[src/rtl/spi_slave_if_if.sv]
// Bus bundle between the SPI serial front-end and its master/memory side.
// The slave modport is the front-end's view; the master modport is the other side.
interface spi_slave_if_if #(
    parameter int ADDR_SIZE = 8
);
    logic                 SS_n;
    logic                 MOSI;
    logic                 MISO;
    logic [ADDR_SIZE+1:0] rx_data;
    logic                 rx_valid;
    logic [ADDR_SIZE-1:0] tx_data;
    logic                 tx_valid;

    modport slave (
        input  SS_n,
        input  MOSI,
        input  tx_data,
        input  tx_valid,
        output MISO,
        output rx_data,
        output rx_valid
    );

    modport master (
        output SS_n,
        output MOSI,
        output tx_data,
        output tx_valid,
        input  MISO,
        input  rx_data,
        input  rx_valid
    );
endinterface

[src/rtl/spi_slave_if.sv]
// SPI slave front-end: collects (ADDR_SIZE+2)-bit command words from MOSI and
// shifts the memory's read-data response out on MISO, MSB first.
module spi_slave_if #(
    parameter int MEM_DEPTH = 256
) (
    input  logic           clk,
    input  logic           rst_n,
    spi_slave_if_if.slave  bus
);
    localparam int ADDR_SIZE = $clog2(MEM_DEPTH);
    localparam int FRAME     = ADDR_SIZE + 2;
    localparam int CNT_W     = $clog2(ADDR_SIZE + 3);
    localparam int TXC_W     = $clog2(ADDR_SIZE + 1);

    typedef enum logic [2:0] {
        IDLE      = 3'd0,
        CHK_CMD   = 3'd1,
        WRITE     = 3'd2,
        READ_ADD  = 3'd3,
        READ_DATA = 3'd4
    } state_t;

    state_t               state_reg, state_next;
    logic [CNT_W-1:0]     bit_cnt_reg, bit_cnt_next;
    logic [FRAME-2:0]     shift_reg, shift_next;
    logic [FRAME-1:0]     rx_data_reg, rx_data_next;
    logic                 rx_valid_reg, rx_valid_next;
    logic                 miso_reg, miso_next;
    logic                 rd_addr_received_reg, rd_addr_received_next;
    logic [ADDR_SIZE-1:0] tx_shift_reg, tx_shift_next;
    logic [TXC_W-1:0]     tx_cnt_reg, tx_cnt_next;
    logic                 tx_busy_reg, tx_busy_next;
    logic                 tx_done_reg, tx_done_next;

    always_ff @(posedge clk or negedge rst_n) begin
        if (!rst_n) begin
            state_reg            <= IDLE;
            bit_cnt_reg          <= '0;
            shift_reg            <= '0;
            rx_data_reg          <= '0;
            rx_valid_reg         <= 1'b0;
            miso_reg             <= 1'b0;
            rd_addr_received_reg <= 1'b0;
            tx_shift_reg         <= '0;
            tx_cnt_reg           <= '0;
            tx_busy_reg          <= 1'b0;
            tx_done_reg          <= 1'b0;
        end else begin
            state_reg            <= state_next;
            bit_cnt_reg          <= bit_cnt_next;
            shift_reg            <= shift_next;
            rx_data_reg          <= rx_data_next;
            rx_valid_reg         <= rx_valid_next;
            miso_reg             <= miso_next;
            rd_addr_received_reg <= rd_addr_received_next;
            tx_shift_reg         <= tx_shift_next;
            tx_cnt_reg           <= tx_cnt_next;
            tx_busy_reg          <= tx_busy_next;
            tx_done_reg          <= tx_done_next;
        end
    end

    always_comb begin
        state_next            = state_reg;
        bit_cnt_next          = bit_cnt_reg;
        shift_next            = shift_reg;
        rx_data_next          = rx_data_reg;
        rx_valid_next         = 1'b0;
        miso_next             = miso_reg;
        rd_addr_received_next = rd_addr_received_reg;
        tx_shift_next         = tx_shift_reg;
        tx_cnt_next           = tx_cnt_reg;
        tx_busy_next          = tx_busy_reg;
        tx_done_next          = tx_done_reg;

        if (bus.SS_n) begin
            // Frame end/abort: partial data dropped, read-address memory kept.
            state_next   = IDLE;
            bit_cnt_next = '0;
            shift_next   = '0;
            miso_next    = 1'b0;
            tx_busy_next = 1'b0;
            tx_done_next = 1'b0;
        end else begin
            case (state_reg)
                IDLE: begin
                    state_next   = CHK_CMD;
                    bit_cnt_next = '0;
                end
                CHK_CMD: begin
                    if (!bus.MOSI)
                        state_next = WRITE;
                    else if (rd_addr_received_reg)
                        state_next = READ_DATA;
                    else
                        state_next = READ_ADD;
                end
                WRITE, READ_ADD, READ_DATA: begin
                    // Counter stops at FRAME, so trailing bits are ignored.
                    if (bit_cnt_reg < CNT_W'(FRAME)) begin
                        shift_next   = {shift_reg[FRAME-3:0], bus.MOSI};
                        bit_cnt_next = bit_cnt_reg + CNT_W'(1);
                        if (bit_cnt_reg == CNT_W'(FRAME - 1)) begin
                            rx_data_next  = {shift_reg, bus.MOSI};
                            rx_valid_next = 1'b1;
                            if (state_reg == READ_ADD)
                                rd_addr_received_next = 1'b1;
                        end
                    end
                    if (state_reg == READ_DATA) begin
                        if (tx_busy_reg) begin
                            if (tx_cnt_reg != '0) begin
                                miso_next     = tx_shift_reg[ADDR_SIZE-1];
                                tx_shift_next = {tx_shift_reg[ADDR_SIZE-2:0], 1'b0};
                                tx_cnt_next   = tx_cnt_reg - TXC_W'(1);
                            end else begin
                                miso_next             = 1'b0;
                                tx_busy_next          = 1'b0;
                                tx_done_next          = 1'b1;
                                rd_addr_received_next = 1'b0;
                            end
                        end else if (!tx_done_reg && bus.tx_valid &&
                                     bit_cnt_reg == CNT_W'(FRAME)) begin
                            // MSB goes out straight away; the rest follow from tx_shift.
                            miso_next     = bus.tx_data[ADDR_SIZE-1];
                            tx_shift_next = {bus.tx_data[ADDR_SIZE-2:0], 1'b0};
                            tx_cnt_next   = TXC_W'(ADDR_SIZE - 1);
                            tx_busy_next  = 1'b1;
                        end
                    end
                end
                default: state_next = IDLE;
            endcase
        end
    end

    assign bus.MISO     = miso_reg;
    assign bus.rx_data  = rx_data_reg;
    assign bus.rx_valid = rx_valid_reg;

    a_rx_valid_single: assert property (@(posedge clk) disable iff (!rst_n)
        rx_valid_reg |=> !rx_valid_reg);
    a_rx_valid_state: assert property (@(posedge clk) disable iff (!rst_n)
        rx_valid_reg |-> (state_reg inside {WRITE, READ_ADD, READ_DATA}));
    a_miso_idle: assert property (@(posedge clk) disable iff (!rst_n)
        (state_reg == IDLE) |-> !miso_reg);
endmodule

[src/flat_wrapper.sv]
// flat-port wrapper written by rule: the top's interface ports become plain ports
module spi_slave_if_flat 
#(
    parameter int MEM_DEPTH = 256
)
  (clk, rst_n, bus_SS_n, bus_MOSI, bus_tx_data, bus_tx_valid, bus_MISO, bus_rx_data, bus_rx_valid);
  spi_slave_if_if #(.ADDR_SIZE(8)) bus_i ();
  input  logic clk;
  input  logic rst_n;
  input wire logic [$bits(bus_i.SS_n)-1:0] bus_SS_n;
  input wire logic [$bits(bus_i.MOSI)-1:0] bus_MOSI;
  input wire logic [$bits(bus_i.tx_data)-1:0] bus_tx_data;
  input wire logic [$bits(bus_i.tx_valid)-1:0] bus_tx_valid;
  output wire logic [$bits(bus_i.MISO)-1:0] bus_MISO;
  output wire logic [$bits(bus_i.rx_data)-1:0] bus_rx_data;
  output wire logic [$bits(bus_i.rx_valid)-1:0] bus_rx_valid;
  assign bus_i.SS_n = bus_SS_n;
  assign bus_i.MOSI = bus_MOSI;
  assign bus_i.tx_data = bus_tx_data;
  assign bus_i.tx_valid = bus_tx_valid;
  assign bus_MISO = bus_i.MISO;
  assign bus_rx_data = bus_i.rx_data;
  assign bus_rx_valid = bus_i.rx_valid;
  spi_slave_if #(.MEM_DEPTH(MEM_DEPTH)) u_core (.clk(clk), .rst_n(rst_n), .bus(bus_i));
endmodule
[config.mk]
export PLATFORM = sky130hd
export DESIGN_NAME = spi_slave_if_flat
export DESIGN_NICKNAME = d
export VERILOG_FILES = /design/src/rtl/spi_slave_if_if.sv /design/src/rtl/spi_slave_if.sv /design/src/flat_wrapper.sv
export SDC_FILE = /design/constraint.sdc
export NUM_CORES = 1
export LEC_CHECK = 0
export ABC_AREA = 1
export CORE_MARGIN = 2
export CORE_UTILIZATION = 38
export DETAILED_ROUTE_END_ITERATION = 8
export HOLD_SLACK_MARGIN = 0.08
export SLEW_MARGIN = 10
export SYNTH_ARGS = -nofsm -noshare
export SYNTH_HDL_FRONTEND = slang
export SYNTH_SLANG_ARGS = --single-unit
[constraint.sdc]
create_clock -name clk -period 1.4 [get_ports clk]
set_clock_uncertainty 0.1 [all_clocks]
set_input_delay 0.28 -clock clk [delete_from_list [all_inputs] [get_ports clk]]
set_output_delay 0.28 -clock clk [all_outputs]
set_load 0.02 [all_outputs]
==> metrics.txt <==
Syn Nets around 260; crit path max-delay cell type dfrtp_1; initial antenna violation count 0; max_slew headroom 82.4%; synth top area cells dfrtp_1 48%, nand2_1 12%, o21ai_2 4.4%; DR WL/cell 12.2 µm; Tot GR Track Use 16.0%; final hold vios 0; height of the die 80.0 µm; post-synthesis cell area 0.00219 mm²; first-pass GRT wire length 8120 µm; Ant. Diodes 0; final core utilization between 50% and 60%; critical-path cell list inv_2 -> ha_4 -> nand2_2 -> nor2_2 -> nor2_2 -> nand2_4 -> buf_12 -> nand2_2 -> o21ai_2; CORE AREA 0.00554 mm²; # Max-Cap Violations 0; Setup-failing EPs final 17; Hold WC Path Type in -> async; total number of vias approximately 1,900; TritonRoute pass-1 iters 4; CP arrival 1540 ps; wirelength, routed 4810 µm; Synth area leader dfrtp_1; Cells after Synth 246; max reg flops 10; syn avg cell area 8.92 µm²; WP buf/inv 2; 1st-iter DRT viols 53; critical path startpoint u_core.tx_cnt_reg[0]$_DFFE_PN0P_; compound-gate portion of the synthesized area around a tenth; count leader, synth nand2_1; Routed Antenna Nets 0; Finished Layout Cells 394; share of layout cells above drive strength 1 40.4%; area of the multi-input gates 0.00110 mm²; leakage power 1.56 nW; die width 80.0 µm; PortBufs 24; total CTS buffers 5; Register Area 0.00105 mm²; final global-route overflow total 0; slowest cell delay on critical path 370 ps; RSZ-0062 raised after global routing yes; run status finished, violations left; post-DP HPWL 3250 µm; die footprint ~0.0064 mm²; Inst Count DP 376; max-slew violation count 0; vias in the first global route 1,834; CTS H-tree lvls 2; Post-synth top cells 71 x nand2_1, 42 x dfrtp_1, 14 x inv_1, 14 x o21ai_1; critical path class reg -> reg; register area share after synthesis 47.9%; EDFF count, synth 0; CP Data Required Time 1480 ps; fillers 511; main combinational cell family by area after synthesis simple AND/OR/NAND/NOR gates; DRC 0; PwrDens 841 mW/mm²; # clock sinks 42; Max Freq 687 MHz; Worst-path clk slew 90 ps; delay-heaviest family, CP simple AND/OR/NAND/NOR gates; Worst Setup Start Kind register; hold_ws 376 ps; RR Startpoint u_core.tx_cnt_reg[0]$_DFFE_PN0P_; yosys warns 0; io pins 25; Nets 338; PnR worst setup slack -55.5 ps; Sum Neg Setup Slack -608 ps; Vias/cell 4.79; cell count of the worst reg-to-reg path 9; post-synth cell types 29; Area Growth Syn to Fin 42.4%; GPL Wtd Cong 0.764; Slew @ Worst Pin 263 ps; mux cell area share after synthesis 2.74%; Post-synth top flop dfrtp_1; R2R setup slack -60 ps; flops & latches, synth 42; IR drop worst, VDD roughly 0.50 mV; Post-synth ARST share between 90% and 100%; simple-gate share of the synthesized area 29.0%; Setup crit end kind register; # rows 27; clk root buf clkbuf_8; Overall Power 2.63 mW; clk buf depth 2; minimum clock period 1460 ps; clk_lat worst skew 290 ps; crit-path max FO 7; Post-Synth XOR/XNOR Area 0.399%; share of the synthesized area in the top cell type a little under half; R2R Path End u_core.tx_shift_reg[2]$_DFFE_PN0P_; Post-Synth Adder-Cell Area 2.28%; largest net degree at the start of global routing 43; clock tree from TritonCTS built; failing checks negative setup slack; Starting Density 39.6%; final worst-path cycle share 104%
==> worst register-to-register path, cell delays in order, from the launching register on <==
cell and delay [ps]:
dfrtp_1 370, inv_2 60, ha_4 160, nand2_2 60, nor2_2 50, nor2_2 160, nand2_4 120, buf_12 160
nand2_2 50, o21ai_2 50
==> report_power, final <==
part	switching [mW]	internal [mW]	total, mW
sequential	0.0369	1.24	1.28
clock	0.461	0.360	0.821
combinational	0.282	0.245	0.527
==> cells in the final DEF (no fill, tap or decap), types with 2 or more instances in the layout <==
master,synthesis,final
nor2_1,13,10
o21ai_1,14,11
buf_12,0,2
dfrtp_2,0,2
a21oi_1,3,2
nand3_1,10,9
nand2_2,13,17
nand2_4,2,4
ha_4,0,2
o21ai_2,11,15
mux2i_1,6,6
o21ai_0,4,3
dfrtp_1,42,40
clkbuf_2,0,4
clkdlybuf4s50_1,0,11
inv_1,14,10
a21oi_4,1,2
nand4_1,12,12
buf_6,5,11
inv_2,2,6
nand2_1,71,65
nand3_2,2,2
clkbuf_8,0,5
nor2_2,2,3
clkdlybuf4s15_1,0,7
nor2_4,2,4
buf_4,0,40
==> cell families (layout without fill, tap and decap cells) <==
family | Yosys count | in the layout
fa+ha+maj | 4 | 4
mux | 6 | 6
simple gates | 131 | 131
compound gates | 34 | 34
flops | 42 | 42
xor+xnor | 1 | 1
buf+inv | 28 | 104
==> layout make-up <==
class / instances / share of cell area, %
clock buffer: 5 / 2.20
timing repair buffer: 79 / 22.8
sequential: 42 / 33.7
clock inverter: 3 / 0.801
inverter: 17 / 2.44
tap: 72 / 2.88
multi-input combinational: 176 / 35.1
==> how the worst max path moves through the flow <==
stage                                              end  slack [ps]  cells past startpoint
finish              u_core.tx_shift_reg[2]$_DFFE_PN0P_         -60                      9
global route        u_core.tx_shift_reg[1]$_DFFE_PN0P_        -140                     10
CTS                 u_core.tx_shift_reg[2]$_DFFE_PN0P_         -50                     10
detailed placement   u_core.bit_cnt_reg[3]$_DFFE_PN0P_        -360                     10
global placement     u_core.bit_cnt_reg[2]$_DFFE_PN0P_        -350                     10
floorplan           u_core.tx_shift_reg[7]$_DFFE_PN0P_         0.6                     10
==> routing by layer <==
layer | vias to the layer above | global-route usage, % | part of all wire [%]
li1 | 952 | - | -
met1 | 895 | 21.7 | 48
met2 | 40 | 26.3 | 47
met3 | 2 | 3.85 | 4.0
met4 | 0 | 2.71 | 0.35
met5 | - | 0 | 0
==> per-stage QoR <==
step                instance area (µm²)  setup WS, ps
floorplan                          2200         0.592
global placement                   2800          -351
detailed placement                 2800          -359
CTS                                3040         -53.5
global route                       3120          -138
finish                             3120         -55.5
==> what timing repair did <==
action,in CTS,in global routing
hold buffers,1,0
endpoints found under the setup margin,38,51
cloned,0,1
pin swaps,10,6
buffers inserted,6,2
resized for setup,38,30
endpoints found under the hold margin,42,0
No activity file was read; power rests on OpenSTA's default activity.
==> variant, RTL diff (config.mk and constraints unchanged) <==
Make the reset (`rst_n`) synchronous in one clocked block.
--- a/src/rtl/spi_slave_if.sv
+++ b/src/rtl/spi_slave_if.sv
@@ -32,7 +32,7 @@
     logic                 tx_busy_reg, tx_busy_next;
     logic                 tx_done_reg, tx_done_next;
 
-    always_ff @(posedge clk or negedge rst_n) begin
+    always_ff @(posedge clk) begin
         if (!rst_n) begin
             state_reg            <= IDLE;
             bit_cnt_reg          <= '0;
Check against the original RTL: same outputs for any inputs over 10 cycles, from zero or initial values and one cycle with rst_n low; that may be too few to reach the edited logic, so the function may still have changed.
==> variant against the unedited design <==
  * The run still ends with setup timing left
  * Sequential cell count is the same
  * Setup slack worse by 0.011 ns
  * Area after synthesis is 13% lower
  * Design area fell by 15%
  * Wire length is 10% lower
  * Worst hold slack lost 0.018 ns
Power is not compared: it rests on default switching activity, and its combinational part moved more than twofold at a synthesized area within 25%.
==> variant: results (changes against the unedited design) <==
drive_above_1_share: 0.262  # -0.142
critPathMaxStageDelay_ns: 0.49  # +0.12 ns
synth_commonest_cells: "49 x nand2_1, 45 x nor2_1, 42 x dfxtp_1, 25 x inv_1, 24 x o21ai_0"
clockRootBuffer: "clkbuf_8"
setup_violations: 25  # +8
post_dp_cell_area_sq_um: 2420  # -14%
ys_warn_count: 0  # unchanged
worstHoldPathCells: 2
synth-compound-area-share: 0.139  # +0.0353
met1_usage: 0.217  # +0.000629
seq_area_sq_um: 851  # -19%
crit_path_end: "u_core.bus.rx_data[2]$_SDFFE_PN0P_"
synth_ff_type: "dfxtp_1"
synthMuxAreaShare: 0  # -0.0274
dp_slack_ns: -0.397  # -0.0375 ns
outcome: "finished, violations left"
nets: 329  # -2.7%
place_hpwl_microns: 2940  # -9.4%
dp.cells: 367  # -2.4%
setup_slack_ns: -0.0662  # -0.0107 ns
h-tree-depth: 2  # unchanged
drt-met1-wl_microns: 2070  # -11%
grtUsageMet3: 0.0388  # +0.000360
first_global_vias: 1523  # -17%
hold_viol_final: 0  # unchanged
ir_drop_mv: 0.651
yosysSeqAreaShare: 0.441  # -0.0379
avgSynthCellArea_sq_um: 7.44  # -17%
wl_met2_microns: 2020  # -11%
final_cells: 380  # -3.6%
startpoint: "bus_SS_n"
worstPathMaxFanout: 6  # -1
worst_path_max_delay_cell: "clkdlybuf4s50_1"
slew_headroom: 0.784  # -0.0408
synth_nets: 273  # +3.8%
synth-xor-area-share: 0  # -0.00399
worstPathArrival_ns: 1.60  # +0.06 ns
grt_pass1_wl_microns: 6900  # -15%
reg2regPathDepth: 8  # -1
violations: "setup timing"
holdBufCountCts: 0  # -1
worstReg2RegEnd: "u_core.bus.rx_data[2]$_SDFFE_PN0P_"
route.met3.wl_microns: 186  # -4.1%
async_flop_share: 0  # -1.00
drt_iter0_drc: 102  # +92%
place_congestion: 0.819  # +7.2%
reg2reg_from: "u_core.bit_cnt_reg[1]$_SDFFE_PP0P_"
synth_area_leaders: "dfxtp_1 44%, nand2_1 9.7%, nor2_1 8.9%"
n_fill_cell: 462  # -9.6%
wl_per_cell_microns: 11.4  # -6.7%
synth_fa_ha_area_frac: 0.0263  # +0.00345
met2_usage: 0.267  # +0.00412
path_delay_family: "buffers and inverters"
whs_ns: 0.358  # -0.0179 ns
setup_tns_ns: -0.676  # -0.0678 ns
grt_max_degree: 17  # -60%
vias: 1770  # -6.3%
min_to: "u_core.tx_done_reg$_SDFFE_PP0P_"
min_path_type: "reg2reg"
grt_util_all_layers: 0.166  # +0.00567
variant: cell count changes after synthesis, moves of 14 or more:
cell | unedited run | this run
nand2_1 | 71 | 49
nor2_1 | 13 | 45
o21ai_1 | 14 | 0
a21oi_1 | 3 | 20
dfrtp_1 | 42 | 0
dfxtp_1 | 0 | 42
o21ai_0 | 4 | 24
variant: worst min-delay path: stages (launching register included):
cell,delay (ns)
dfxtp_1,0.31
inv_1,0.06
a21oi_1,0.06
variant: area by class of cell:
type,instances,area share
flip-flops and latches,42,0.319
repair buffers,54,0.179
repair inverters,1,0.00235
clock buffers,6,0.0272
multi-input cells,178,0.379
well taps,67,0.0314
inverters,30,0.0488
clock inverters,2,0.0136
variant: timing repair:
| item | CTS | global route |
|---|---|---|
| setup buffers | 1 | 1 |
| setup endpoints to repair | 44 | 42 |
| gates cloned | 2 | 1 |
| endpoints found under the hold margin | 0 | 0 |
| resized for setup | 33 | 25 |
| pin swaps | 10 | 9 |
